**config.mk**
```make
export PLATFORM = sky130hd
export DESIGN_NAME = bram_port_arbiter_flat
export DESIGN_NICKNAME = d
export VERILOG_FILES = /design/src/rtl/bram_port_arbiter_if.sv /design/src/rtl/bram_port_arbiter.sv /design/src/flat_wrapper.sv
export SDC_FILE = /design/constraint.sdc
export NUM_CORES = 1
export LEC_CHECK = 0
export ABC_AREA = 1
export CAP_MARGIN = 20
export CELL_PAD_IN_SITES_DETAIL_PLACEMENT = 1
export CELL_PAD_IN_SITES_GLOBAL_PLACEMENT = 2
export CORE_MARGIN = 3
export CORE_UTILIZATION = 16
export DETAILED_ROUTE_END_ITERATION = 12
export GPL_TIMING_DRIVEN = 0
export HOLD_SLACK_MARGIN = 0.02
export PLACE_DENSITY_LB_ADDON = 0.1
export SLEW_MARGIN = 0
export SYNTH_ARGS = -nofsm -noshare
export SYNTH_HDL_FRONTEND = slang
export SYNTH_SLANG_ARGS = --single-unit
```
**constraint.sdc**
```tcl
create_clock -name clk -period 1.48 [get_ports clk]
set_input_delay 0.37 -clock clk [delete_from_list [all_inputs] [get_ports clk]]
set_output_delay 0.37 -clock clk [all_outputs]
set_load 0.02 [all_outputs]
```
**src/rtl/bram_port_arbiter_if.sv**
```systemverilog
// Client-side and BRAM-side signal bundle for bram_port_arbiter.
// master = arbiter view, slave = clients/BRAM view.
interface bram_port_arbiter_if #(
  parameter int Width      = 8,
  parameter int AddrWidth  = 8,
  parameter int NumClients = 2
);
  localparam int ReqWidth = Width + AddrWidth + 1;

  logic [NumClients-1:0][ReqWidth-1:0] client_reqs;
  logic [NumClients-1:0]               client_req_valids;
  logic [NumClients-1:0]               client_req_bps;
  logic [NumClients-1:0][Width-1:0]    client_resps;
  logic [NumClients-1:0]               client_resp_valids;
  logic [NumClients-1:0]               client_resp_bps;

  logic [ReqWidth-1:0]                 mem_req;
  logic                                mem_req_valid;
  logic                                mem_req_bp;
  logic [Width-1:0]                    mem_resp;
  logic                                mem_resp_valid;
  logic                                mem_resp_bp;

  modport master (
    input  client_reqs, client_req_valids, client_resp_bps,
    output client_req_bps, client_resps, client_resp_valids,
    output mem_req, mem_req_valid, mem_resp_bp,
    input  mem_req_bp, mem_resp, mem_resp_valid
  );

  modport slave (
    output client_reqs, client_req_valids, client_resp_bps,
    input  client_req_bps, client_resps, client_resp_valids,
    input  mem_req, mem_req_valid, mem_resp_bp,
    output mem_req_bp, mem_resp, mem_resp_valid
  );
endinterface

```
**src/rtl/bram_port_arbiter.sv**
```systemverilog
// Round-robin merge of NumClients request streams onto one BRAM port; optional perf counters via BRAM_ARB_PERF_EN.
// Latency: accepted request presented to the BRAM the next cycle; response routed back combinationally.
// Backpressure: one-entry pipelined hold stage; a stalled response of the held client stalls every client.
module bram_port_arbiter #(
  parameter string Name            = "",
  parameter int    Width           = 8,
  parameter int    AddrWidth       = 8,
  parameter int    NumClients      = 2,
  parameter int    CLog2NumClients = 1
) (
  input  logic        clk,
  input  logic        resetn,
`ifdef BRAM_ARB_PERF_EN
  output logic [31:0] stall_count,
  output logic [31:0] grant_count,
`endif
  bram_port_arbiter_if.master bus
);

  typedef struct packed {
    logic [AddrWidth-1:0] addr;
    logic [Width-1:0]     data;
    logic                 wr;
  } req_t;

  req_t                       hold_req;
  logic                       hold_valid;
  logic [CLog2NumClients-1:0] hold_id;
  logic [CLog2NumClients-1:0] rr_ptr;

  logic [CLog2NumClients-1:0] grant_id;
  logic [CLog2NumClients-1:0] rr_next;
  logic                       grant_found;
  logic                       fire;
  logic                       load_en;
  logic                       accept;

  assign fire    = hold_valid & ~bus.mem_req_bp;
  assign load_en = ~hold_valid | fire;

  // Scan from rr_ptr upward, wrapping at NumClients (not at a power of two).
  always_comb begin
    int                         idx;
    logic [CLog2NumClients-1:0] sel;
    grant_found = 1'b0;
    grant_id    = '0;
    idx         = 0;
    sel         = '0;
    for (int k = 0; k < NumClients; k++) begin
      idx = int'(rr_ptr) + k;
      if (idx >= NumClients) idx = idx - NumClients;
      sel = CLog2NumClients'(idx);
      if (!grant_found && bus.client_req_valids[sel]) begin
        grant_found = 1'b1;
        grant_id    = sel;
      end
    end
  end

  assign rr_next = (grant_id == CLog2NumClients'(NumClients - 1)) ? '0
                                                                  : grant_id + CLog2NumClients'(1);

  // Gated by resetn so every client sees backpressure while reset is held.
  assign accept = resetn & load_en & grant_found;

  always_comb begin
    for (int k = 0; k < NumClients; k++) begin
      bus.client_req_bps[k]     = ~(accept && (grant_id == CLog2NumClients'(k)));
      bus.client_resps[k]       = bus.mem_resp;
      bus.client_resp_valids[k] = bus.mem_resp_valid & hold_valid &
                                  (hold_id == CLog2NumClients'(k));
    end
  end

  assign bus.mem_req       = hold_req;
  assign bus.mem_req_valid = hold_valid;
  assign bus.mem_resp_bp   = hold_valid ? bus.client_resp_bps[hold_id] : 1'b0;

  always_ff @(posedge clk or negedge resetn) begin
    if (!resetn) begin
      hold_valid <= 1'b0;
      hold_req   <= '0;
      hold_id    <= '0;
      rr_ptr     <= '0;
    end else if (accept) begin
      hold_valid <= 1'b1;
      hold_req   <= req_t'(bus.client_reqs[grant_id]);
      hold_id    <= grant_id;
      rr_ptr     <= rr_next;
    end else if (fire) begin
      hold_valid <= 1'b0;
    end
  end

`ifdef BRAM_ARB_PERF_EN
  always_ff @(posedge clk or negedge resetn) begin
    if (!resetn) begin
      stall_count <= '0;
      grant_count <= '0;
    end else begin
      if (hold_valid && bus.mem_req_bp && (stall_count != '1))
        stall_count <= stall_count + 32'd1;
      if (accept && (grant_count != '1))
        grant_count <= grant_count + 32'd1;
    end
  end
`endif

  always @(posedge clk) begin
    if (resetn && hold_valid)
      assert (int'(hold_id) < NumClients)
        else $error("%s: hold_id %0d out of range", Name, hold_id);
  end

endmodule
```
**src/flat_wrapper.sv**
```systemverilog
// flat-port wrapper written by rule: the top's interface ports become plain ports
module bram_port_arbiter_flat 
#(
  parameter string Name            = "",
  parameter int    Width           = 8,
  parameter int    AddrWidth       = 8,
  parameter int    NumClients      = 2,
  parameter int    CLog2NumClients = 1
)
  (clk, resetn, bus_client_reqs, bus_client_req_valids, bus_client_resp_bps, bus_client_req_bps, bus_client_resps, bus_client_resp_valids, bus_mem_req, bus_mem_req_valid, bus_mem_resp_bp, bus_mem_req_bp, bus_mem_resp, bus_mem_resp_valid);
  bram_port_arbiter_if #(.Width(Width), .AddrWidth(AddrWidth), .NumClients(NumClients)) bus_i ();
  input  logic clk;
  input  logic resetn;
  input wire logic [$bits(bus_i.client_reqs)-1:0] bus_client_reqs;
  input wire logic [$bits(bus_i.client_req_valids)-1:0] bus_client_req_valids;
  input wire logic [$bits(bus_i.client_resp_bps)-1:0] bus_client_resp_bps;
  output wire logic [$bits(bus_i.client_req_bps)-1:0] bus_client_req_bps;
  output wire logic [$bits(bus_i.client_resps)-1:0] bus_client_resps;
  output wire logic [$bits(bus_i.client_resp_valids)-1:0] bus_client_resp_valids;
  output wire logic [$bits(bus_i.mem_req)-1:0] bus_mem_req;
  output wire logic [$bits(bus_i.mem_req_valid)-1:0] bus_mem_req_valid;
  output wire logic [$bits(bus_i.mem_resp_bp)-1:0] bus_mem_resp_bp;
  input wire logic [$bits(bus_i.mem_req_bp)-1:0] bus_mem_req_bp;
  input wire logic [$bits(bus_i.mem_resp)-1:0] bus_mem_resp;
  input wire logic [$bits(bus_i.mem_resp_valid)-1:0] bus_mem_resp_valid;
  assign bus_i.client_reqs = bus_client_reqs;
  assign bus_i.client_req_valids = bus_client_req_valids;
  assign bus_i.client_resp_bps = bus_client_resp_bps;
  assign bus_client_req_bps = bus_i.client_req_bps;
  assign bus_client_resps = bus_i.client_resps;
  assign bus_client_resp_valids = bus_i.client_resp_valids;
  assign bus_mem_req = bus_i.mem_req;
  assign bus_mem_req_valid = bus_i.mem_req_valid;
  assign bus_mem_resp_bp = bus_i.mem_resp_bp;
  assign bus_i.mem_req_bp = bus_mem_req_bp;
  assign bus_i.mem_resp = bus_mem_resp;
  assign bus_i.mem_resp_valid = bus_mem_resp_valid;
  bram_port_arbiter #(.Name(Name), .Width(Width), .AddrWidth(AddrWidth), .NumClients(NumClients), .CLog2NumClients(CLog2NumClients)) u_core (.clk(clk), .resetn(resetn), .bus(bus_i));
endmodule
```
# Word-level counts from Yosys, hierarchy flattened
# Cells that the tools add are included.
# Widths: inputs -> output; s select.
# totals
wordCells	52
register_bits	20
# classes
muxes	18
reduce_logical	5
addsub	4
n_bitwise	13
magnitude_cmp	6
# op_table
cell	n
$mux 17	2
$mux 1	16
$lt 1x2->1 const B	4
$and 1x1->1	6
$not 1->1	6
$logic_and 1x1->1	3
$add 1x1->2 const B	1
$ge 1x2->1 const B	1
$ge 2x2->1 const B	1
$reduce_bool 2->1	1
$sub 1x1->1 const B	2
$add 1x1->1 const B	1
$logic_not 1->1	1
$or 1x1->1	1

# Longest topological paths before layout
# Gate-level depths: netlist of the first run.
# depth
word_depth	11
ltp_mapped	8
mapped_depth_nobuf	7

# Worst setup path before layout of the first run
# OpenSTA, ideal clock, no wires.
# synth_timing
path_type	flip-flop to output port
start	register u_core.hold_valid, in the netlist u_core.bus.mem_req_valid
end	output bus_client_resp_valids[1]
t_arrival_ps	1052
path_stages_with_launch	3
n_path_buf	0
setup_slack_ps	58
cell_sequence	dfrtp_1 inv_1 nor3_1
# synth_via
elab_chain_cells	2
# synth_lines
item	line	rtl
start, declared	bram_port_arbiter.sv:27	logic hold_valid;
start signal, assigned	bram_port_arbiter.sv:81	hold_valid <= 1'b0;
start signal, assigned	bram_port_arbiter.sv:86	hold_valid <= 1'b1;
start signal, assigned	bram_port_arbiter.sv:91	hold_valid <= 1'b0;
$and 1x1->1 (2 in a row)	bram_port_arbiter.sv:70	bus.client_resp_valids[k] = bus.mem_resp_valid & hold_valid &
end, declared	flat_wrapper.sv:19	output wire logic [$bits(bus_i.client_resp_valids)-1:0] bus_client_resp_valids;
# Every way passes these cells.

# Worst setup path after layout of the first run
# layout_timing
start	register u_core.hold_valid, in the netlist u_core.bus.mem_req_valid
end	output bus_client_req_bps[1]
# layout_via
elab_chain_cells	6
# layout_lines
item	line	rtl
$and 1x1->1 / $not 1->1 (equally long branches)	bram_port_arbiter.sv:38, bram_port_arbiter.sv:39	
$or 1x1->1 *	bram_port_arbiter.sv:39	assign load_en = ~hold_valid | fire;
$and 1x1->1 * (2 in a row)	bram_port_arbiter.sv:64	assign accept = resetn & load_en & grant_found;
$logic_and 1x1->1 *	bram_port_arbiter.sv:68	bus.client_req_bps[k] = ~(accept && (grant_id == CLog2NumClients'(k)));
$not 1->1 *	bram_port_arbiter.sv:68	
end, declared	flat_wrapper.sv:17	output wire logic [$bits(bus_i.client_req_bps)-1:0] bus_client_req_bps;
# Mark *: on every way between the ends. The rest lies on a longest branch, timed or not.

==> results of run 1 <==
-- power by group --
| group | leakage (nW) | switching [mW] | internal (mW) |
|---|---|---|---|
| clock network | 0.0288 | 0.200 | 0.237 |
| logic | 0.947 | 0.461 | 0.437 |
| registers | 0.249 | 0.0576 | 0.648 |
| total | 1.22 | 0.718 | 1.32 |
-- final cells by class --
class                           count  share of cell area [%]
Clock buffer                        4                   2.323
Timing Repair Buffer               99                   40.07
Sequential cell                    20                   21.12
Multi-Input combinational cell    119                   22.76
Tap cell                           99                   5.227
Buffer                             22                   7.603
Inverter                            5                  0.8976
-- placed cells by master, fill, tap and decap left out, types with 2 or more instances in the layout --
cell type,n
dfrtp_1,20
nand3_1,17
dlygate4sd2_1,22
nand2_1,87
nand2_2,4
inv_2,2
clkdlybuf4s50_1,51
buf_4,31
clkbuf_8,4
inv_1,2
nor2_1,3
o21ai_1,2
buf_6,13
buf_2,2
-- worst min path at each step --
stage | startpoint | to | slack (ns) | depth (start not counted)
finish | u_core.bus.mem_req[7] | u_core.bus.mem_req[7] | 0.48 | 2
global route | resetn | u_core.bus.mem_req[16] | 0.51 | 2
CTS | u_core.bus.mem_req[7] | u_core.bus.mem_req[7] | 0.49 | 2
detailed placement | u_core.bus.mem_req[7] | u_core.bus.mem_req[7] | 0.47 | 2
global placement | u_core.bus.mem_req[7] | u_core.bus.mem_req[7] | 0.46 | 2
floorplan | resetn | u_core.bus.mem_req[0] | 0.07 | 0
-- tightest hold or removal path, stage by stage (launching register included) --
cell and delay (ns):
dfrtp_1 0.35, nand2_1 0.05, nand2_1 0.05
-- layer usage --
metal | GRT usage [%] | vias up
met5 | 0 | -
met4 | 2.198 | 0
met3 | 3.818 | 2
met2 | 17.04 | 51
met1 | 14.09 | 606
li1 | - | 702
-- cell families (layout without fill, tap and decap cells) --
logic type	count (synthesis)	in the layout	synth area share (%)
and+or+nand+nor	117	117	40.93
AOI/OAI and AO/OA	2	2	0.8282
DFF	20	20	41.45
buffers and inverters	28	130	16.79
-- metrics by stage --
step	instance area, sq um	hold slack, ns	cells
floorplan	1207	0.07441	167
global placement	2132	0.4634	346
detailed placement	2132	0.4684	346
CTS	2302	0.4862	364
global route	2370	0.5093	368
finish	2370	0.4808	368
-- what timing repair did --
item                                   in CTS  in global routing
cloned                                      0                  0
setup endpoints to repair                  43                  7
resized for setup                          71                  9
pin swaps                                   6                  4
hold buffers                                1                  0
endpoints found under the hold margin      20                  0
setup buffers                              16                  5
-- sequential cells by signal, indices dropped and copies added, names as in the netlist --
| name | flops |
|---|---|
| u_core.bus.mem_req | 17 |
| u_core.bus.mem_req_valid | 1 |
| u_core.hold_id | 1 |
| u_core.rr_ptr | 1 |
==> impl_metrics.env, run 1 <==
export IMPL_cp_depth=6
export IMPL_grt_max_degree=21
export IMPL_wl_per_cell_microns=12.29
export IMPL_end_kind="primary output"
export IMPL_drv_cap=0
export IMPL_ys_top_cells_by_area="dfrtp_1 (41%), nand2_1 (28%), buf_4 (12%)"
export IMPL_die_h_microns=92.87
export IMPL_arrival_ns=1.23
export IMPL_clkLatencyLatePin_ns=0.26
export IMPL_fin_skew_ns=0.003711
export IMPL_worstMarginPinSlew_ns=0.2395
export IMPL_ys_ff_latch=20
export IMPL_globalplace_congestion=0.6548
export IMPL_reg2reg_to="u_core.bus.mem_req_valid"
export IMPL_numCtsBuffers=3
export IMPL_async_reset_ff_share_pct=100.0
export IMPL_hpwlAfterDp_microns=3264
export IMPL_synthesis_area_sq_um=1207
export IMPL_synth_common_cells="nand2_1 (90), dfrtp_1 (20), buf_4 (19), nand3_1 (17), inv_1 (4)"
export IMPL_synth_top_area_share_pct=41.45
export IMPL_rsz0062_at_grt="true"
export IMPL_route_met2_wl_microns=2033
export IMPL_crit_chain="nand2_2 > nand2_2 > nor2_4 > buf_6 > nand3_4 > buf_6"
export IMPL_fillers=907
export IMPL_grt_usage_pct=10.75
export IMPL_seq_area_sq_um=500.5
export IMPL_fin_crit_ns=1.601
export IMPL_p_leak_nw=1.225
export IMPL_power_density_nw_per_um2=860.8
export IMPL_cp_required_ns=1.11
export IMPL_setup_worst_path_end="bus_client_req_bps[1]"
export IMPL_tns_ns=-0.4954
export IMPL_htree_levels=1
export IMPL_first_pass_iters=3
export IMPL_grt_pass1_wl_microns=7376
export IMPL_syn2layout_area_growth_pct=96.27
export IMPL_synth_cell_types=16
export IMPL_route_met3_wl_microns=373
export IMPL_cts_sinks=20
export IMPL_violations="setup timing"
export IMPL_drt_met1_wl_microns=2092
export IMPL_fin_ws_ns=-0.1207
export IMPL_fin_nets=320
export IMPL_hp_class="flop to flop"
export IMPL_multiInputGateArea_sq_um=539.3
export IMPL_yosysTopAreaCell="dfrtp_1"
export IMPL_io_pins=89
export IMPL_r2r_setup_slack_ns=-0.07
export IMPL_wl_microns=4521
export IMPL_fp_dieW_microns=92.87
export IMPL_dr_total_vias=1361
export IMPL_crit_buf_inv=2
export IMPL_relSlewSlack_pct=83.98
export IMPL_start_kind="flop"
export IMPL_cts_tree="done"
export IMPL_synth_net_count=217
export IMPL_slowest_stage="dfrtp_1"
export IMPL_yosysSeqAreaShare_pct=41.45
export IMPL_status="finished with violations"
export IMPL_report_final_hold_viol_count=0
export IMPL_dp_worst_setup_slack_ns=-1.724
export IMPL_ir_drop_uv=273.3
export IMPL_antenna_left=0
export IMPL_path_delay_family="flip-flops"
export IMPL_finish_utilization_pct=32.50
export IMPL_cts_root_buffer="clkbuf_8"
export IMPL_r2r_start="u_core.bus.mem_req_valid"
export IMPL_antenna_found_initial=0
export IMPL_final_max_slew_viol_count=0
export IMPL_setup_viol=6
export IMPL_path_class="flop to primary output"
export IMPL_top_layer="met4"
export IMPL_crit_path_max_incr_delay_ns=0.41
export IMPL_crit_fanout=4
export IMPL_synth_ff_type="dfrtp_1"
export IMPL_ys_warn_count=0
export IMPL_rows=31
export IMPL_yosysMostFrequentCell="nand2_1"
export IMPL_die_area_sq_um=8625
export IMPL_drive_above_1_share_pct=23.42
export IMPL_antennaDiodeCount=0
export IMPL_vias_per_cell=3.698
export IMPL_core_area_sq_um=7292
export IMPL_syn_area_per_cell_sq_um=7.230
export IMPL_port_buffers=80
export IMPL_gr_total_overflow=0
export IMPL_grt_pass1_vias=1422
export IMPL_drt_iter0_markers=14
export IMPL_reg2regPathDepth=11
export IMPL_finalPower_mw=2.040
export IMPL_drcViolationCount=0
export IMPL_syn_inst=167
export IMPL_startpoint="u_core.bus.mem_req_valid"
export IMPL_synth_edff_count=0
export IMPL_fin_crit_sh_pct=108.2
export IMPL_clkTransAtPathRegs_ns=0.08
export IMPL_fmax_mhz=624.7
export IMPL_start_util_pct=16.56
export IMPL_clockBufferDepth=2
No activity file was read; power rests on OpenSTA's default activity.
==> inputs of run 2 (changes only) <==
GPL_ROUTABILITY_DRIVEN = 0   (was default)
==> results of run 2 <==
No change in the layout: final DEF, timing and power equal those of run 1.
==> inputs of run 3 (changes only) <==
SLEW_MARGIN = default   (was 0)
clock period = 1.5 ns   (was 1.48 ns; I/O delays follow)
==> run 3 against run 2 <==
  * The run still ends with setup timing left
  * Sequential share of layout area rose by 0.067 points
  * Hold slack is essentially flat
  * Critical path depth did not move
  * Sequential power fell by 1%
==> impl_metrics.env, run 3 (same netlist as run 1, synthesis figures left out) <==
export IMPL_status="finished with violations"
export IMPL_violations="setup timing"
export IMPL_grt_pass1_wl_microns=7327
export IMPL_clockBufferDepth=2
export IMPL_layout_commonest_cell="nand2_1"
export IMPL_wl_microns=4539
export IMPL_grt_max_degree=21
export IMPL_hp_class="flop to flop"
export IMPL_drv_cap=0
export IMPL_use_met3_pct=3.818
export IMPL_syn2layout_area_growth_pct=95.65
export IMPL_fmax_mhz=621.7
export IMPL_hold_slack_ns=0.4810
export IMPL_numCtsBuffers=3
export IMPL_antenna_found_initial=0
export IMPL_antenna_left=0
export IMPL_grt_pass1_vias=1430
export IMPL_cts_root_buffer="clkbuf_8"
export IMPL_relSlewSlack_pct=84.11
export IMPL_tns_ns=-0.4775
export IMPL_first_pass_iters=3
export IMPL_dpl_cell_count=346
export IMPL_arrival_ns=1.23
export IMPL_die_area_sq_um=8625
export IMPL_start_kind="flop"
export IMPL_hpwlAfterDp_microns=3264
export IMPL_port_buffers=80
export IMPL_drcViolationCount=0
export IMPL_start_util_pct=16.56
export IMPL_fin_skew_ns=0.002977
export IMPL_fin_nets=320
export IMPL_wl_per_cell_microns=12.33
export IMPL_fin_ws_ns=-0.1085
export IMPL_clkTransAtPathRegs_ns=0.08
export IMPL_dp_worst_setup_slack_ns=-1.714
export IMPL_clkLatencyLatePin_ns=0.26
export IMPL_placed_area_sq_um=2132
export IMPL_core_area_sq_um=7292
export IMPL_antennaDiodeCount=0
export IMPL_cts_tree="done"
export IMPL_setup_viol=6
export IMPL_final_max_slew_viol_count=0
export IMPL_path_class="flop to primary output"
export IMPL_busiest_layer="met2"
export IMPL_ir_drop_uv=271.0
export IMPL_grt_usage_pct=10.70
export IMPL_worstMarginPinSlew_ns=0.2376
export IMPL_dr_total_vias=1370
export IMPL_fillers=908
export IMPL_die_h_microns=92.87
export IMPL_fp_dieW_microns=92.87
export IMPL_cts_sinks=20
export IMPL_fin_cells=368
export IMPL_report_final_hold_viol_count=0
export IMPL_grtUsageMet2_pct=17.10
export IMPL_crit_fanout=4
export IMPL_gr_total_overflow=0
export IMPL_drt_iter0_markers=21
export IMPL_fin_crit_sh_pct=107.2
export IMPL_layout_common_cells="nand2_1 (87), clkdlybuf4s50_1 (51), buf_4 (34), dlygate4sd2_1 (21), dfrtp_1 (20)"
export IMPL_io_pins=89
export IMPL_end_kind="primary output"
export IMPL_largest_reg_flops=17
export IMPL_vias_per_cell=3.723
export IMPL_htree_levels=1
export IMPL_power_density_nw_per_um2=851.0
export IMPL_cp_required_ns=1.12
export IMPL_drive_above_1_share_pct=23.42
export IMPL_gr_usage_met1_pct=13.90
export IMPL_fin_crit_ns=1.609
export IMPL_rows=31
export IMPL_rsz0062_at_grt="true"
export IMPL_p_leak_nw=1.227
export IMPL_stdcell_area_sq_um=2362
[run 3: through the flow]
stage          utilization [%]  power (mW)
2_1_floorplan                -       1.128
3_3_place_gp             29.24       1.581
3_5_place_dp             29.24       1.583
4_1_cts                  31.30       2.015
5_1_grt                  32.40       2.158
6_report                 32.40       2.010
[run 3: worst max-delay path, cell delays in order (launching register included)]
cell and delay, ns:
dfrtp_1 0.40, nand2_2 0.09, nand2_2 0.06, nor2_4 0.09, buf_6 0.12, nand3_4 0.07
buf_6 0.14
[run 3: worst paths after layout]
| kind | startpoint | endpoint | slack [ns] | depth (start not counted) |
|---|---|---|---|---|
| max | u_core.bus.mem_req_valid | bus_client_req_bps[1] | -0.11 | 6 |
| min | u_core.bus.mem_req[7] | u_core.bus.mem_req[7] | 0.48 | 2 |
| max reg2reg | u_core.bus.mem_req_valid | u_core.bus.mem_req_valid | -0.10 | 11 |
| min reg2reg | u_core.bus.mem_req[7] | u_core.bus.mem_req[7] | 0.48 | 2 |
| max in group asynchronous | resetn | u_core.bus.mem_req[10] | 0.63 | 3 |
| min in group asynchronous | resetn | u_core.bus.mem_req[0] | 0.51 | 2 |
[run 3: routing by layer]
layer  vias up  wire length (microns)
met4         0                     21
li1        702                      -
met2        51                   2064
met1       615                   2079
met5         -                      0
met3         2                    373
[run 3: area by class of cell]
| class | instances | area (sq um) | share of cell area, % |
|---|---|---|---|
| plain buffers | 22 | 180.2 | 7.627 |
| clock buffers | 4 | 55.05 | 2.331 |
| inverters | 5 | 21.27 | 0.9004 |
| multi-input cells | 119 | 539.3 | 22.83 |
| flip-flops and latches | 20 | 500.5 | 21.19 |
| well taps | 99 | 123.9 | 5.244 |
| repair buffers | 99 | 942.2 | 39.88 |
[run 3: what timing repair did]
action,4_1_cts,5_1_grt
hold endpoints to repair,20,0
pin swaps,3,5
hold buffers,1,0
setup endpoints to repair,43,6
setup buffers,14,4
resized for setup,64,12
[run 3: power by group]
part | total (mW) | switching (mW) | internal, mW | leakage (nW)
registers | 0.696 | 0.0565 | 0.639 | 0.249
logic | 0.882 | 0.455 | 0.427 | 0.950
clock network | 0.433 | 0.199 | 0.234 | 0.0288
total | 2.01 | 0.710 | 1.30 | 1.23
